## src/rtl/ddr3_ddl_cmd_pkg.sv

```systemverilog
// rtl/ddr3_ddl_cmd_pkg.sv - DDR3 command codes and default timing for a 100 MHz controller clock
package ddr3_ddl_cmd_pkg;

    // Command codes are the raw {ras_n, cas_n, we_n} pin encoding
    localparam logic [2:0] CMD_MODE = 3'b000;
    localparam logic [2:0] CMD_REFR = 3'b001;
    localparam logic [2:0] CMD_PREC = 3'b010;
    localparam logic [2:0] CMD_ACTV = 3'b011;
    localparam logic [2:0] CMD_WRIT = 3'b100;
    localparam logic [2:0] CMD_READ = 3'b101;
    localparam logic [2:0] CMD_ZQCL = 3'b110;
    localparam logic [2:0] CMD_NOOP = 3'b111;

    localparam int DEF_CYC_RCD  = 2;
    localparam int DEF_CYC_RP   = 2;
    localparam int DEF_CYC_RFC  = 11;
    localparam int DEF_CYC_CCD  = 4;
    localparam int DEF_CYC_WTR  = 13;
    localparam int DEF_CYC_RDAP = 6;
    localparam int DEF_CYC_WRAP = 13;
    localparam int DEF_CYC_MRD  = 12;
    localparam int DEF_CYC_ZQ   = 512;
    localparam int DEF_CYC_REFI = 780;

    function automatic int max_int(input int a, input int b);
        return (a > b) ? a : b;
    endfunction

endpackage

```

## src/rtl/ddr3_refresh_timer.sv

```systemverilog
// rtl/ddr3_refresh_timer.sv - tREFI interval counter with a single refresh-pending flag
module ddr3_refresh_timer #(
    parameter int CYC_REFI = 780
) (
    input  logic clock,
    input  logic reset,
    input  logic run,
    input  logic ref_ack,
    output logic ref_due
);

    localparam int CNT_W = $clog2(CYC_REFI);
    localparam logic [CNT_W-1:0] RELOAD = CNT_W'(CYC_REFI - 1);

    logic [CNT_W-1:0] cnt;

    // An ack coinciding with expiry wins: the fresh interval has already started
    always_ff @(posedge clock) begin
        if (reset || !run) begin
            cnt     <= RELOAD;
            ref_due <= 1'b0;
        end else begin
            if (cnt == '0) begin
                cnt <= RELOAD;
            end else begin
                cnt <= cnt - CNT_W'(1);
            end
            if (ref_ack) begin
                ref_due <= 1'b0;
            end else if (cnt == '0) begin
                ref_due <= 1'b1;
            end
        end
    end

endmodule

```

## src/rtl/ddr3_ddl_cmd.sv

```systemverilog
// rtl/ddr3_ddl_cmd.sv - DDL command responder: inter-command spacing, registered DFI pins, refresh request
module ddr3_ddl_cmd
    import ddr3_ddl_cmd_pkg::*;
#(
    parameter int DDR_ROW_BITS = 13,
    parameter int CYC_RCD      = DEF_CYC_RCD,
    parameter int CYC_RP       = DEF_CYC_RP,
    parameter int CYC_RFC      = DEF_CYC_RFC,
    parameter int CYC_CCD      = DEF_CYC_CCD,
    parameter int CYC_WTR      = DEF_CYC_WTR,
    parameter int CYC_RDAP     = DEF_CYC_RDAP,
    parameter int CYC_WRAP     = DEF_CYC_WRAP,
    parameter int CYC_MRD      = DEF_CYC_MRD,
    parameter int CYC_ZQ       = DEF_CYC_ZQ,
    parameter int CYC_REFI     = DEF_CYC_REFI
) (
    input  logic                    clock,
    input  logic                    reset,
    input  logic                    ctl_run_i,
    input  logic                    ddl_req_i,
    input  logic                    ddl_seq_i,
    output logic                    ddl_rdy_o,
    output logic                    ddl_ref_o,
    input  logic [2:0]              ddl_cmd_i,
    input  logic [2:0]              ddl_ba_i,
    input  logic [DDR_ROW_BITS-1:0] ddl_adr_i,
    output logic                    dfi_cs_n_o,
    output logic                    dfi_ras_n_o,
    output logic                    dfi_cas_n_o,
    output logic                    dfi_we_n_o,
    output logic [2:0]              dfi_ba_o,
    output logic [DDR_ROW_BITS-1:0] dfi_adr_o
);

    localparam int CYC_MAX = max_int(
        max_int(max_int(CYC_RCD, CYC_RP), max_int(CYC_RFC, CYC_CCD)),
        max_int(max_int(CYC_WTR, CYC_RDAP), max_int(max_int(CYC_WRAP, CYC_MRD), CYC_ZQ)));
    localparam int WAIT_W = (CYC_MAX > 1) ? $clog2(CYC_MAX) : 1;

    localparam logic ST_READY = 1'b0;
    localparam logic ST_WAIT  = 1'b1;

    logic              state;
    logic [WAIT_W-1:0] wait_cnt;
    logic [WAIT_W-1:0] wtr_cnt;
    logic [WAIT_W-1:0] wait_load;
    int                wait_n;
    logic              auto_pre;
    logic              wtr_block;
    logic              accept;

    // Bit 10 only means auto-precharge when the burst is not continuing
    assign auto_pre  = ddl_adr_i[10] && !ddl_seq_i;
    assign wtr_block = (wtr_cnt != '0) && (ddl_cmd_i == CMD_READ);
    assign ddl_rdy_o = (state == ST_READY) && !wtr_block;
    assign accept    = ddl_req_i && ddl_rdy_o && (ddl_cmd_i != CMD_NOOP);

    always_comb begin
        wait_n = 1;
        case (ddl_cmd_i)
            CMD_ACTV: wait_n = CYC_RCD;
            CMD_PREC: wait_n = CYC_RP;
            CMD_REFR: wait_n = CYC_RFC;
            CMD_MODE: wait_n = CYC_MRD;
            CMD_ZQCL: wait_n = CYC_ZQ;
            CMD_READ: wait_n = auto_pre ? CYC_RDAP : CYC_CCD;
            CMD_WRIT: wait_n = auto_pre ? CYC_WRAP : CYC_CCD;
            default:  wait_n = 1;
        endcase
        wait_load = WAIT_W'(wait_n - 1);
    end

    always_ff @(posedge clock) begin
        if (reset) begin
            state    <= ST_READY;
            wait_cnt <= '0;
            wtr_cnt  <= '0;
        end else begin
            if (accept && ddl_cmd_i == CMD_WRIT && !ddl_adr_i[10]) begin
                wtr_cnt <= WAIT_W'(CYC_WTR - 1);
            end else if (wtr_cnt != '0) begin
                wtr_cnt <= wtr_cnt - WAIT_W'(1);
            end

            case (state)
                ST_READY: begin
                    if (accept && wait_load != '0) begin
                        state    <= ST_WAIT;
                        wait_cnt <= wait_load;
                    end
                end
                default: begin
                    if (wait_cnt <= WAIT_W'(1)) begin
                        state    <= ST_READY;
                        wait_cnt <= '0;
                    end else begin
                        wait_cnt <= wait_cnt - WAIT_W'(1);
                    end
                end
            endcase
        end
    end

    // Bank/address hold between commands so the bus only toggles on issue
    always_ff @(posedge clock) begin
        if (reset) begin
            dfi_cs_n_o  <= 1'b1;
            dfi_ras_n_o <= 1'b1;
            dfi_cas_n_o <= 1'b1;
            dfi_we_n_o  <= 1'b1;
            dfi_ba_o    <= '0;
            dfi_adr_o   <= '0;
        end else if (accept) begin
            dfi_cs_n_o                              <= 1'b0;
            {dfi_ras_n_o, dfi_cas_n_o, dfi_we_n_o} <= ddl_cmd_i;
            dfi_ba_o                                <= ddl_ba_i;
            dfi_adr_o                               <= ddl_adr_i;
        end else begin
            dfi_cs_n_o                              <= 1'b1;
            {dfi_ras_n_o, dfi_cas_n_o, dfi_we_n_o} <= CMD_NOOP;
        end
    end

    ddr3_refresh_timer #(
        .CYC_REFI(CYC_REFI)
    ) u_refresh_timer (
        .clock   (clock),
        .reset   (reset),
        .run     (ctl_run_i),
        .ref_ack (accept && ddl_cmd_i == CMD_REFR),
        .ref_due (ddl_ref_o)
    );

endmodule

```

## config.mk

```make
export PLATFORM = sky130hd
export DESIGN_NAME = ddr3_ddl_cmd
export DESIGN_NICKNAME = d
export VERILOG_FILES = /design/src/rtl/ddr3_ddl_cmd_pkg.sv /design/src/rtl/ddr3_refresh_timer.sv /design/src/rtl/ddr3_ddl_cmd.sv
export SDC_FILE = /design/constraint.sdc
export NUM_CORES = 1
export LEC_CHECK = 0
export CORE_MARGIN = 5
export CORE_UTILIZATION = 40
export CTS_BUF_LIST = sky130_fd_sc_hd__clkbuf_16
export CTS_CLUSTER_DIAMETER = 40
export CTS_CLUSTER_SIZE = 28
export DETAILED_ROUTE_END_ITERATION = 12
export PLACE_DENSITY = 0.64
export REMOVE_ABC_BUFFERS = 1
export SLEW_MARGIN = 0
export SYNTH_ARGS = -nofsm -noshare
export SYNTH_HDL_FRONTEND = slang
export SYNTH_SLANG_ARGS = --single-unit
```

## constraint.sdc

```tcl
create_clock -name clock -period 7.8 [get_ports clock]
set_input_delay 1.95 -clock clock [delete_from_list [all_inputs] [get_ports clock]]
set_output_delay 1.95 -clock clock [all_outputs]
set_load 0.005 [all_outputs]
```

==> metrics.md <==
| Metric | Value |
|---|---|
| Aggregate global-route resource usage | `14.10%` |
| Syn Std Cell Area | `2347 sq um` |
| Leak | `0.001158 uW` |
| Resize count post-CTS | `0` |
| Post-synth top area share | `42.64%` |
| Worst R2R Setup Slack | `5.58 ns` |
| Clock transition at the registers of the reported paths | `0.07 ns` |
| Gpl congestion | `0.7549` |
| Critical Path Max Stage Delay | `0.68 ns` |
| Yosys warns | `0` |
| Finished Layout Cells | `397` |
| Cts hold-fix bufs | `0` |
| First-pass GRT wire length | `8597 microns` |
| I/O pins | `46` |
| Worst skew pair latency | `0.29 ns` |
| Crit path kind | `in2out` |
| Commonest non-fill, non-tap cell in the layout | `dfxtp_1` |
| Starting Density | `40.36%` |
| Iter 0 DRT Violations | `96` |
| Ys flop type | `dfxtp_1` |
| Largest cells by area after synthesis | `dfxtp_1 (43%), nand2_1 (7.7%), a21oi_1 (4.5%)` |
| CTS buffer count | `5` |
| CP arrival | `3.44 ns` |
| Synth async-reset ratio | `0%` |
| CP cell instances | `clkdlybuf4s50_1 > nor2_1 > a21oi_1 > clkdlybuf4s50_1` |
| CP bufs+invs | `2` |
| Crit start category | `input port` |
| Vias in the first global route | `1808` |
| # clock sinks | `50` |
| Hold-critical path depth | `1` |
| Root Driver | `clkbuf_16` |
| Avg WL per Cell | `12.79 microns` |
| Most frequent cells in the layout | `dfxtp_1 (50), nand2_1 (48), clkdlybuf4s50_1 (45)` |
| Core area | `5816 sq um` |
| IO Port Bufs | `45` |
| Fin nets | `352` |
| Placed cells | `389` |
| Number of distinct library cells after synthesis | `42` |
| Largest net degree at the start of global routing | `37` |
| H-tree depth | `2` |
| CTS tree | `yes` |
| Worst min-delay path class | `reg2reg` |
| Hpwl dp | `3644 microns` |
| Crit-path slowest cell | `clkdlybuf4s50_1` |
| Pwr dens | `301.9 nW/um^2` |
| Final period util | `69.11%` |
| Largest delay share family, worst path | `buffers and inverters` |
| Antenna violations before repair | `0` |
| Cell accounting for the most synthesized area | `dfxtp_1` |
| Final Skew | `0.006231 ns` |
| R2r worst-path depth | `5` |
| Worst Path Required | `5.85 ns` |
| Worst Hold Launch | `u_refresh_timer.cnt[0]` |
| Final setup viols | `0` |
| Post-CTS Setup Bufs | `0` |
| Min cycle time layout | `5.391 ns` |
| Site Rows | `28` |
| Full die area | `7500 sq um` |
| Final antenna-violating net count | `0` |
| Status | `completed` |
| Worst Max-Slew Pin Slew | `0.5932 ns` |
| DR vias | `2008` |
| Clock Path Buffers | `2` |
| Layout area overhead | `28.94%` |
| CP most frequent cell | `clkdlybuf4s50_1` |
| Share of layout cells above drive strength 1 | `6.522%` |
| Fin Setup TNS | `0 ns` |
| Crit path max fanout | `13` |
| DRC | `0` |
| Die X-Extent | `86.61 microns` |
| Mean Syn Cell Area | `8.443 sq um` |
| Sequential element share of the synthesized area | `42.64%` |
| Slew Viols, Final | `0` |
| Max Cap Violations | `0` |
| ANT cells | `0` |
| Max VDD drop | `0.0001261 V` |
| R2r endpoint | `wait_cnt[4]` |
| Headroom to the max-slew limit | `59.90%` |
| Hold Path Sink | `u_refresh_timer.cnt[0]` |
| Synthesized flop and latch total | `50` |
| Final WL | `5078 microns` |
| Avg Vias per Cell | `5.058` |
| Final hold viol count | `0` |
| GRT overflow | `0` |
| Die Y | `86.61 microns` |
| Unrepaired setup endpoints after global routing | `no` |
| Reg2reg start | `state` |
| Mapped Cells | `278` |
| Endpoint class of the critical path | `output pin` |
| Fmax | `185.5 MHz` |
| Number of flops mapped to enable cells by yosys | `0` |
| Pre-antenna DRT Iters | `4` |
-- metrics by stage --
stage	hold WS, ns	setup slack (ns)	utilization, %	total power (uW)	area (sq um)
2_1_floorplan	0.3843	3.652	-	572.5	2298
3_3_place_gp	0.4044	2.394	49.14	670.8	2858
3_5_place_dp	0.4130	2.418	49.14	675.7	2858
4_1_cts	0.4291	2.410	52.04	924.1	3027
5_1_grt	0.4485	2.326	52.04	980.8	3027
6_report	0.4219	2.409	52.04	913.9	3027
-- cell families after synthesis --
| kind of cell | share of synthesized area, % |
|---|---|
| multiplexers | 1.706 |
| flip-flops | 42.64 |
| buffers and inverters | 3.678 |
| AO/OA/AOI/OAI | 15.09 |
| XOR/XNOR | 5.224 |
| adder cells (fa/ha/maj) | 3.731 |
| AND/OR/NAND/NOR | 27.93 |
-- cells in the mapped netlist, types with 2 or more instances --
master	n
a211oi_1	2
a21oi_1	21
a221oi_1	4
a31oi_1	2
and3_1	2
buf_4	2
clkbuf_1	9
dfxtp_1	50
ha_1	7
inv_1	10
mux2i_1	4
nand2_1	48
nand2b_1	10
nand3_1	2
nand3b_1	4
nand4b_1	2
nor2_1	24
nor2b_1	7
nor3_1	8
nor4b_1	2
o211ai_1	4
o21ai_0	8
o31ai_1	3
o32ai_1	2
or2_2	4
or3_1	5
or4_1	4
or4_4	2
xnor2_1	6
xor2_1	8
-- worst register-to-register path, stage by stage (launching register included) --
cell	delay, ns
dfxtp_1	0.48
or3b_2	0.59
nor4_4	0.23
nor2_1	0.19
or4_4	0.57
o211ai_1	0.10
-- flip-flops by register name, indices dropped and copies added (netlist names) --
register and cells:
dfi_adr_o 13, dfi_ba_o 3, dfi_cas_n_o 1, dfi_cs_n_o 1, dfi_ras_n_o 1, dfi_we_n_o 1
state 1, u_refresh_timer.cnt 10, u_refresh_timer.ref_due 1, wait_cnt 9, wtr_cnt 9
-- cell type report --
type                       instances  area (sq um)
clock buffer                       5         125.1
tap                               75         93.84
inverter                          10         37.54
sequential                        50          1001
clock inverter                     3         43.79
fill                             551          2789
timing repair buffer              47         465.4
multi-input combinational        207          1260
-- layer usage --
metal	up-vias	share of wire, %	track usage (%)
li1	1047	-	-
met1	906	49	19.35
met2	51	45	21.70
met3	4	5.5	2.852
met4	0	0.57	5.524
met5	-	0	0
-- worst max path at each step --
| stage | startpoint | end | slack [ns] | cells past startpoint |
|---|---|---|---|---|
| floorplan | ddl_cmd_i[2] | ddl_rdy_o | 3.65 | 3 |
| global placement | ddl_cmd_i[1] | ddl_rdy_o | 2.39 | 4 |
| detailed placement | ddl_cmd_i[1] | ddl_rdy_o | 2.42 | 4 |
| CTS | ddl_cmd_i[1] | ddl_rdy_o | 2.41 | 4 |
| global route | ddl_cmd_i[1] | ddl_rdy_o | 2.33 | 4 |
| finish | ddl_cmd_i[1] | ddl_rdy_o | 2.41 | 4 |
-- where the power goes --
part,switching (uW),internal (uW)
Combinational,173,154
Sequential,41.3,300
Clock,93.7,152
Total,308,606
Note: power is estimated with default switching activity, not from simulation.
